### config.mk
export PLATFORM = sky130hd
export DESIGN_NAME = seven_seg_digit_driver_flat
export DESIGN_NICKNAME = d
export VERILOG_FILES = /design/src/rtl/seven_seg_pkg.sv /design/src/rtl/seven_seg_digit_driver_if.sv /design/src/rtl/seven_seg_digit_driver_hex_to_seg.sv /design/src/rtl/seven_seg_digit_driver.sv /design/src/flat_wrapper.sv
export SDC_FILE = /design/constraint.sdc
export NUM_CORES = 1
export LEC_CHECK = 0
export CORE_ASPECT_RATIO = 1.4
export CORE_MARGIN = 2
export CORE_UTILIZATION = 47
export CTS_CLUSTER_SIZE = 24
export DETAILED_ROUTE_END_ITERATION = 16
export HOLD_SLACK_MARGIN = 0.15
export MAX_ROUTING_LAYER = met4
export PLACE_DENSITY_LB_ADDON = 0.08
export SYNTH_ARGS = -nofsm -noshare
export SYNTH_HDL_FRONTEND = slang
export SYNTH_SLANG_ARGS = --single-unit
export TNS_END_PERCENT = 100
### constraint.sdc
create_clock -name div_clock -period 2.5 [get_ports div_clock]
set_clock_uncertainty 0.1 [all_clocks]
set_input_delay 0.5 -clock div_clock [delete_from_list [all_inputs] [get_ports div_clock]]
set_output_delay 0.5 -clock div_clock [all_outputs]
set_load 0.005 [all_outputs]
### src/rtl/seven_seg_pkg.sv
// Shared constants and types for the seven-segment digit driver:
// anode select codes, segment patterns, and the display payload struct.
package seven_seg_pkg;

    localparam int unsigned DIGITS  = 4;
    localparam int unsigned NIB_W   = 4;
    localparam int unsigned DATA_W  = 16;
    localparam int unsigned SEG_W   = 7;
    localparam int unsigned BLINK_W = 8;

    localparam logic [DIGITS-1:0] AN_D0 = 4'b1110;
    localparam logic [DIGITS-1:0] AN_D1 = 4'b1101;
    localparam logic [DIGITS-1:0] AN_D2 = 4'b1011;
    localparam logic [DIGITS-1:0] AN_D3 = 4'b0111;

    localparam logic [SEG_W-1:0] SEG_BLANK = 7'h7F;

    // Active-low {g,f,e,d,c,b,a}; element n holds the pattern for hex digit n
    localparam logic [15:0][SEG_W-1:0] HEX_SEG = {
        7'b0001110,   // F
        7'b0000110,   // E
        7'b0100001,   // d
        7'b1000110,   // C
        7'b0000011,   // b
        7'b0001000,   // A
        7'b0010000,   // 9
        7'b0000000,   // 8
        7'b1111000,   // 7
        7'b0000010,   // 6
        7'b0010010,   // 5
        7'b0011001,   // 4
        7'b0110000,   // 3
        7'b0100100,   // 2
        7'b1111001,   // 1
        7'b1000000    // 0
    };

    typedef struct packed {
        logic [DATA_W-1:0] value;
        logic [DIGITS-1:0] dp;
    } disp_t;

    typedef enum logic {
        PEND_EMPTY = 1'b0,
        PEND_FULL  = 1'b1
    } pend_state_t;

endpackage

### src/rtl/seven_seg_digit_driver_if.sv
// Write channel for new display values: valid/ready with 16-bit hex value and per-digit dp.
interface seven_seg_wr_if;
    import seven_seg_pkg::*;

    logic              wr_valid;
    logic              wr_ready;
    logic [DATA_W-1:0] wr_data;
    logic [DIGITS-1:0] wr_dp;

    modport master (output wr_valid, output wr_data, output wr_dp, input  wr_ready);
    modport slave  (input  wr_valid, input  wr_data, input  wr_dp, output wr_ready);
endinterface

### src/rtl/seven_seg_digit_driver_hex_to_seg.sv
// Combinational hex nibble to active-low seven-segment pattern.
module hex_to_seg
    import seven_seg_pkg::*;
(
    input  logic [NIB_W-1:0] nibble,
    output logic [SEG_W-1:0] seg
);
    assign seg = HEX_SEG[nibble];
endmodule

### src/rtl/seven_seg_digit_driver.sv
// Cathode-side driver for a 4-digit multiplexed display with frame-aligned value commit.
// Optional blink blanking is built when SEVEN_SEG_BLINK_EN is defined.
module seven_seg_digit_driver
    import seven_seg_pkg::*;
(
    input  logic              div_clock,
    input  logic              reset,
    input  logic [DIGITS-1:0] anode,
    seven_seg_wr_if.slave     wr,
    input  logic              blank_lz,
`ifdef SEVEN_SEG_BLINK_EN
    input  logic              blink,
`endif
    output logic [SEG_W-1:0]  cathode,
    output logic              dp,
    output logic              frame_err
);

    pend_state_t state_q, state_d;
    disp_t       pend_q;
    disp_t       shadow_q;

    logic             accept;
    logic             commit;
    logic             digit_ok;
    logic             lz_blank;
    logic             dp_bit;
    logic             blink_blank;
    logic [NIB_W-1:0] nibble;
    logic [SEG_W-1:0] seg_raw;

    assign wr.wr_ready = (state_q == PEND_EMPTY);
    assign accept      = wr.wr_valid && (state_q == PEND_EMPTY);
    // Commit only while the last digit is on, so the next frame starts with the new value
    assign commit      = (anode == AN_D3) && (state_q == PEND_FULL);

    always_ff @(posedge div_clock or negedge reset) begin
        if (!reset) begin
            state_q <= PEND_EMPTY;
        end else begin
            state_q <= state_d;
        end
    end

    always_comb begin
        state_d = state_q;
        unique case (state_q)
            PEND_EMPTY: if (accept) state_d = PEND_FULL;
            PEND_FULL:  if (commit) state_d = PEND_EMPTY;
            default:    state_d = PEND_EMPTY;
        endcase
    end

    always_ff @(posedge div_clock or negedge reset) begin
        if (!reset) begin
            pend_q    <= '0;
            shadow_q  <= '0;
            frame_err <= 1'b0;
        end else begin
            if (accept) begin
                pend_q <= '{value: wr.wr_data, dp: wr.wr_dp};
            end
            if (commit) begin
                shadow_q <= pend_q;
            end
            if (!digit_ok) begin
                frame_err <= 1'b1;
            end
        end
    end

`ifdef SEVEN_SEG_BLINK_EN
    logic [BLINK_W-1:0] blink_cnt_q;

    always_ff @(posedge div_clock or negedge reset) begin
        if (!reset) begin
            blink_cnt_q <= '0;
        end else begin
            blink_cnt_q <= blink_cnt_q + BLINK_W'(1);
        end
    end

    assign blink_blank = blink && blink_cnt_q[BLINK_W-1];
`else
    assign blink_blank = 1'b0;
`endif

    // Digit select: nibble, dp enable and leading-zero test for the active anode
    always_comb begin
        digit_ok = 1'b1;
        nibble   = '0;
        dp_bit   = 1'b0;
        lz_blank = 1'b0;
        unique case (anode)
            AN_D0: begin
                nibble = shadow_q.value[3:0];
                dp_bit = shadow_q.dp[0];
            end
            AN_D1: begin
                nibble   = shadow_q.value[7:4];
                dp_bit   = shadow_q.dp[1];
                lz_blank = blank_lz && (shadow_q.value[15:4] == 12'h000);
            end
            AN_D2: begin
                nibble   = shadow_q.value[11:8];
                dp_bit   = shadow_q.dp[2];
                lz_blank = blank_lz && (shadow_q.value[15:8] == 8'h00);
            end
            AN_D3: begin
                nibble   = shadow_q.value[15:12];
                dp_bit   = shadow_q.dp[3];
                lz_blank = blank_lz && (shadow_q.value[15:12] == 4'h0);
            end
            default: digit_ok = 1'b0;
        endcase
    end

    hex_to_seg u_hex_to_seg (
        .nibble (nibble),
        .seg    (seg_raw)
    );

    // Zero-lag output path; leading-zero blanking still drives the decimal point
    always_comb begin
        cathode = SEG_BLANK;
        dp      = 1'b1;
        if (digit_ok && !blink_blank) begin
            cathode = lz_blank ? SEG_BLANK : seg_raw;
            dp      = !dp_bit;
        end
    end

endmodule

### src/flat_wrapper.sv
// flat-port wrapper written by rule: the top's interface ports become plain ports
module seven_seg_digit_driver_flat import seven_seg_pkg::*;
  (div_clock, reset, anode, blank_lz, cathode, dp, frame_err, wr_wr_valid, wr_wr_data, wr_wr_dp, wr_wr_ready);
  seven_seg_wr_if wr_i ();
  input  logic div_clock;
  input  logic reset;
  input  logic [DIGITS-1:0] anode;
  input  logic blank_lz;
  output logic [SEG_W-1:0] cathode;
  output logic dp;
  output logic frame_err;
  input wire logic [$bits(wr_i.wr_valid)-1:0] wr_wr_valid;
  input wire logic [$bits(wr_i.wr_data)-1:0] wr_wr_data;
  input wire logic [$bits(wr_i.wr_dp)-1:0] wr_wr_dp;
  output wire logic [$bits(wr_i.wr_ready)-1:0] wr_wr_ready;
  assign wr_i.wr_valid = wr_wr_valid;
  assign wr_i.wr_data = wr_wr_data;
  assign wr_i.wr_dp = wr_wr_dp;
  assign wr_wr_ready = wr_i.wr_ready;
  seven_seg_digit_driver u_core (.div_clock(div_clock), .reset(reset), .anode(anode), .wr(wr_i), .blank_lz(blank_lz), .cathode(cathode), .dp(dp), .frame_err(frame_err));
endmodule
==> metrics.txt <==
Reg2Reg Setup Slack=1.12 ns; DRC Markers=0; setup_tns=-0.755 ns; DR WL/cell=16.3 um; die width=between 60 and 70 um; Int Pwr=1.74 mW; num ports=38; failing checks=setup timing; initial core utilization=between 40% and 50%; period utilisation layout=108%; CP required=approximately 1.9 ns; fraction of layout cells with a size suffix above 1=58.0%; Worst Path Arrival=around 2.1 ns; async set-reset flop share out of synthesis=100%; hold slack=0.376 ns; Synth Net Count=212; Post-synth top cells=dfrtp_1, mux2_2, nand3b_1, ha_1, inv_1; clock power share=~23%; Clock Path Buffers=2; Util after Layout=a little under three quarters; number of antenna diodes=0; final hold vios=0; final WL=5.28 mm; Combinational Power Share=32.9%; fin crit period=~2.7 ns; CTS tree=done; vias per inst=about 5.4; grt total ovfl=0; Setup violations, final=7; core area=0.00454 mm2; area grow syn2layout=46.7%; worst-skew pair later-pin latency=roughly 0.30 ns; worst hold path class=reg -> reg; top cell type's share of synthesized area=a little under half; clk root buf=clkbuf_8; syn avg cell area=approximately 12 um2; R2R Path End=u_core.pend_q[15]$_DFFE_PN0P_; Seq pwr share=44.6%; register bit total from synthesis=42; Main synth FF type=dfrtp_1; Inst Count DP=305; Crit Path Class=reg -> out; crit path capture=cathode[3]; r2r startpoint=u_core.state_q$_DFF_PN0_; pwr/cell area=763 mW/mm2; total design power=2.48 mW; Final Instance Count excl. Fillers=324; CTS Sinks=between 40 and 50; 1st-iter DRT viols=slightly below 80; CTS Buf Count=5; FP Rows=29; Final Wtd Congestion=around 0.83; Crit. Startpoint=u_core.shadow_q[9]$_DFFE_PN0P_; chip height=85.2 um; via count=1762; Max Slew Vio Count=0; Worst Setup Start Kind=flip-flop; sequential area share after synthesis=47.5%; Worst Reg-to-Reg Cells=3; DIE AREA=0.00528 mm2; crit path capture type=output pin; Syn. warnings=0; Syn Std Cell Area=between 0.002 and 0.0025 mm2; nets@finish=295; Gate Count Post-Synth=178; pre-CTS WS=-1.06 ns; Port Buf Inserts=37; post-route ant nets=0; initial antenna violation count=0; unrepaired setup endpoints after global routing=yes; relative slew slack=between 50% and 60%; outcome=complete, but fails checks; count leader, synth=dfrtp_1; switching share of power=29.9%; overall routing resource usage=23.0%; Post-synth EDFFs=0; leading area contributor after synthesis=dfrtp_1; Placed Area=0.00288 mm2; vias in the first global route=1909; Fmax=372 MHz; worst setup margin=-0.191 ns; switching power total=741 uW; htree depth=2; MaxCap Viol Count=0; design area=0.00325 mm2; largest cells by area after synthesis=dfrtp_1, mux2_2, ha_1; largest net degree at the start of global routing=29; synth unique cells=47; first-pass GRT wire length=8.66 mm; placed wire-length estimate=3.70 mm; critical path fanouts, max=4; Leak Pwr=around 1.4 nW; DRT Pass-1 Iters=4; worst-margin pin slew=0.629 ns; CTS clk-pin slew, worst paths=about 0.090 ns; Worst VDD drop=~490 uV
## critical path, cell delays in order (launching register included)
cell,delay [ns]
dfrtp_1,0.42
and3b_2,0.21
a21oi_2,0.04
o22a_4,0.26
buf_6,0.14
ha_4,0.26
inv_1,0.05
a211oi_2,0.18
o21ai_1,0.10
buf_2,0.13
## registers in the layout (all words and copies together), names as in the netlist
register and flops:
u_core.frame_err 1, u_core.shadow_q 20, u_core.state_q 1, u_core.pend_q 20
## kinds of logic after synthesis
logic type               Yosys count  share of synthesized area, %
AND/OR/NAND/NOR                   41                          11.9
buffers and inverters             15                          3.73
adder cells (fa/ha/maj)            6                          3.39
flip-flops                        42                          47.5
multiplexers                      42                          21.5
AO/OA/AOI/OAI                     32                          12.0
## metal layers
| layer | vias up | track usage [%] | routed length [um] |
|---|---|---|---|
| met5 | - | - | 0 |
| met4 | 0 | 7.74 | 69 |
| met3 | 6 | 5.03 | 202 |
| met2 | 46 | 39.5 | 3020 |
| met1 | 885 | 25.1 | 1990 |
| li1 | 825 | - | - |
## layout by cell type (no fill, tap or decap), types with 2 or more instances in the layout
cell / count
a211oi_2: 3
a21oi_1: 2
a21oi_2: 4
a2bb2oi_2: 2
and3b_2: 2
buf_2: 9
buf_4: 41
buf_6: 8
clkbuf_8: 5
clkdlybuf4s50_1: 24
dfrtp_1: 42
ha_4: 4
inv_1: 4
mux2_2: 40
nand2_1: 3
nand2_2: 2
nand2b_1: 2
nand3_1: 5
nand3b_1: 9
nor2_2: 2
nor3b_4: 2
o21ai_1: 3
o311ai_2: 2
or2_2: 2
## worst min path at each step
stage / start / endpoint / slack [ns] / cells past startpoint
6_report: u_core.frame_err$_DFFE_PN0P_ / u_core.frame_err$_DFFE_PN0P_ / 0.38 / 1
5_1_grt: u_core.frame_err$_DFFE_PN0P_ / u_core.frame_err$_DFFE_PN0P_ / 0.41 / 1
4_1_cts: u_core.frame_err$_DFFE_PN0P_ / u_core.frame_err$_DFFE_PN0P_ / 0.38 / 1
3_5_place_dp: u_core.frame_err$_DFFE_PN0P_ / u_core.frame_err$_DFFE_PN0P_ / 0.36 / 1
3_3_place_gp: u_core.frame_err$_DFFE_PN0P_ / u_core.frame_err$_DFFE_PN0P_ / 0.35 / 1
2_1_floorplan: reset / u_core.frame_err$_DFFE_PN0P_ / 0.10 / 0
## power by group through the flow
stage / Combinational (mW) / Clock (mW) / Sequential (mW)
after floorplan: 0.431 / 0 / 1.04
after global placement: 0.671 / 0 / 1.10
after detailed placement: 0.699 / 0 / 1.12
after CTS: 0.775 / 0.567 / 1.11
after global routing: 0.884 / 0.596 / 1.14
final: 0.817 / 0.557 / 1.11
## what timing repair did
item / CTS / global route
endpoints found under the setup margin: 8 / 7
hold buffers: 1 / 0
cloned: 0 / 0
buffers inserted: 10 / 0
resized for setup: 70 / 21
hold endpoints to repair: 26 / 0
pin swaps: 15 / 6
## final cells by class
cell class,count,area (um2)
Fill cell,344,1290
Multi-Input combinational cell,121,1270
Clock inverter,3,48.8
Timing Repair Buffer,85,707
Clock buffer,5,68.8
Tap cell,62,77.6
Inverter,6,25.0
Sequential cell,42,1050
(Power assumes the default switching activity.)
==> variant: new RTL, same flow settings <==
Set the package constant `SEG_W` to 14 (it was 7).
--- a/src/rtl/seven_seg_pkg.sv
+++ b/src/rtl/seven_seg_pkg.sv
@@ -6,5 +6,5 @@
     localparam int unsigned NIB_W   = 4;
     localparam int unsigned DATA_W  = 16;
-    localparam int unsigned SEG_W   = 7;
+    localparam int unsigned SEG_W   = 14;
     localparam int unsigned BLINK_W = 8;
 
Interface: changed (resized cathode); port bits go from 38 to 45. No check against the original RTL was run, so the function may have changed too.
==> variant against the original RTL <==
The run still ends with setup timing left; total power is 2.2% higher; worst setup slack lost 0.074 ns; maximum frequency fell by 2.7%; synthesized area shrank 3.1%; combinational power is 21% higher; die area is 2.9% lower; sequential cell count is the same; routed wire length grew 8.1%; critical path depth fell by 2; synthesized cell count down 2.8%; non-clock buffer count grew 24; sequential power barely moved; design area up 7.6%; largest cell class unchanged.
==> variant: results <==
{
  "outcome": "finished with violations",
  "violations": "setup timing",
  "setup_violations": 14,
  "setup_ws_ns": -0.265,
  "grtUsageTotal_pct": 24.9,
  "wl_met2_um": 3300,
  "via_count": 1772,
  "met2_usage_pct": 43.8,
  "peakVddDrop_v": 0.000526,
  "power.leakage_uw": 0.00153,
  "endpoint": "cathode[7]",
  "grt_util_met1_pct": 27.5,
  "crit_path_top_delay_cell": "a221oi_4",
  "yosysUniqueCellTypes": 39,
  "fillers": 294,
  "numPortBuffers": 44,
  "cp_max_fo": 7,
  "setup_tns_ns": -2.12,
  "slowest_delay_ns": 0.40,
  "cp.arrival_ns": 2.17,
  "cp-startpoint": "anode[3]",
  "drt_wl_total_um": 5710,
  "gp_congestion": 0.825,
  "synth_fp_nets": 206,
  "post_route_cells_drive_above_1_share_pct": 61.9,
  "clk_pin_slew_ns": 0.07,
  "rrSetupSlack_ns": 0.98,
  "ys_seq_area_share_pct": 49.0,
  "grt_pass1_wl_um": 9210,
  "min-delay-start": "u_core.frame_err",
  "synth_commonest_cells": "42 x dfrtp_1, 40 x mux2_2, 10 x nor2_1"
}
==> variant: cell count changes in the layout (fill, tap and decap cells not counted), sizes merged, moves of 5 or more <==
| cell | before | now |
|---|---|---|
| nand3 | 5 | 0 |
| buf | 58 | 83 |
| a21oi | 7 | 2 |
| nor2 | 4 | 10 |
==> variant: cell type report <==
type | instances | share of cell area [%]
clock inverters | 3 | 0.537
repair buffers | 109 | 28.0
clock buffers | 5 | 1.97
multi-input cells | 115 | 36.8
inverters | 4 | 0.429
well taps | 62 | 2.22
flip-flops and latches | 42 | 30.1
==> variant: per-stage QoR <==
step | instance area [um^2] | utilization [%] | std cells | setup WS (ns)
6_report | 3500 | 78.3 | 340 | -0.265
5_1_grt | 3500 | 78.3 | 340 | -0.299
4_1_cts | 3430 | 77.0 | 337 | -0.196
3_5_place_dp | 2950 | 66.0 | 307 | -1.21
3_3_place_gp | 2950 | 66.0 | 307 | -1.09
2_1_floorplan | 2180 | - | 173 | -0.0108
==> variant: repair_timing <==
item / 4_1_cts / 5_1_grt
hold buffers: 1 / 0
setup endpoints to repair: 15 / 14
setup buffers: 21 / 3
pin swaps: 24 / 12
gates resized for setup: 143 / 12
gates cloned: 0 / 0
endpoints found under the hold margin: 18 / 0
==> variant: logic make-up after synthesis <==
family / after synthesis / share of synthesized area [%]
AOI/OAI and AO/OA: 31 / 12.3
adders and majority gates: 5 / 2.91
buffers and inverters: 16 / 4.14
DFF: 42 / 49.0
muxes: 42 / 21.9
and+or+nand+nor: 37 / 9.79
==> variant: power breakdown <==
part	switching [uW]	internal [uW]
sequential	180	932
combinational	386	603
clock	238	196
total	804	1730
==> variant: worst max-delay path, delay by kind of cell <==
family	cells	cell delay, ns
AOI/OAI and AO/OA	2	0.73
adders and majority gates	1	0.20
and+or+nand+nor	1	0.27
buffers and inverters	3	0.45
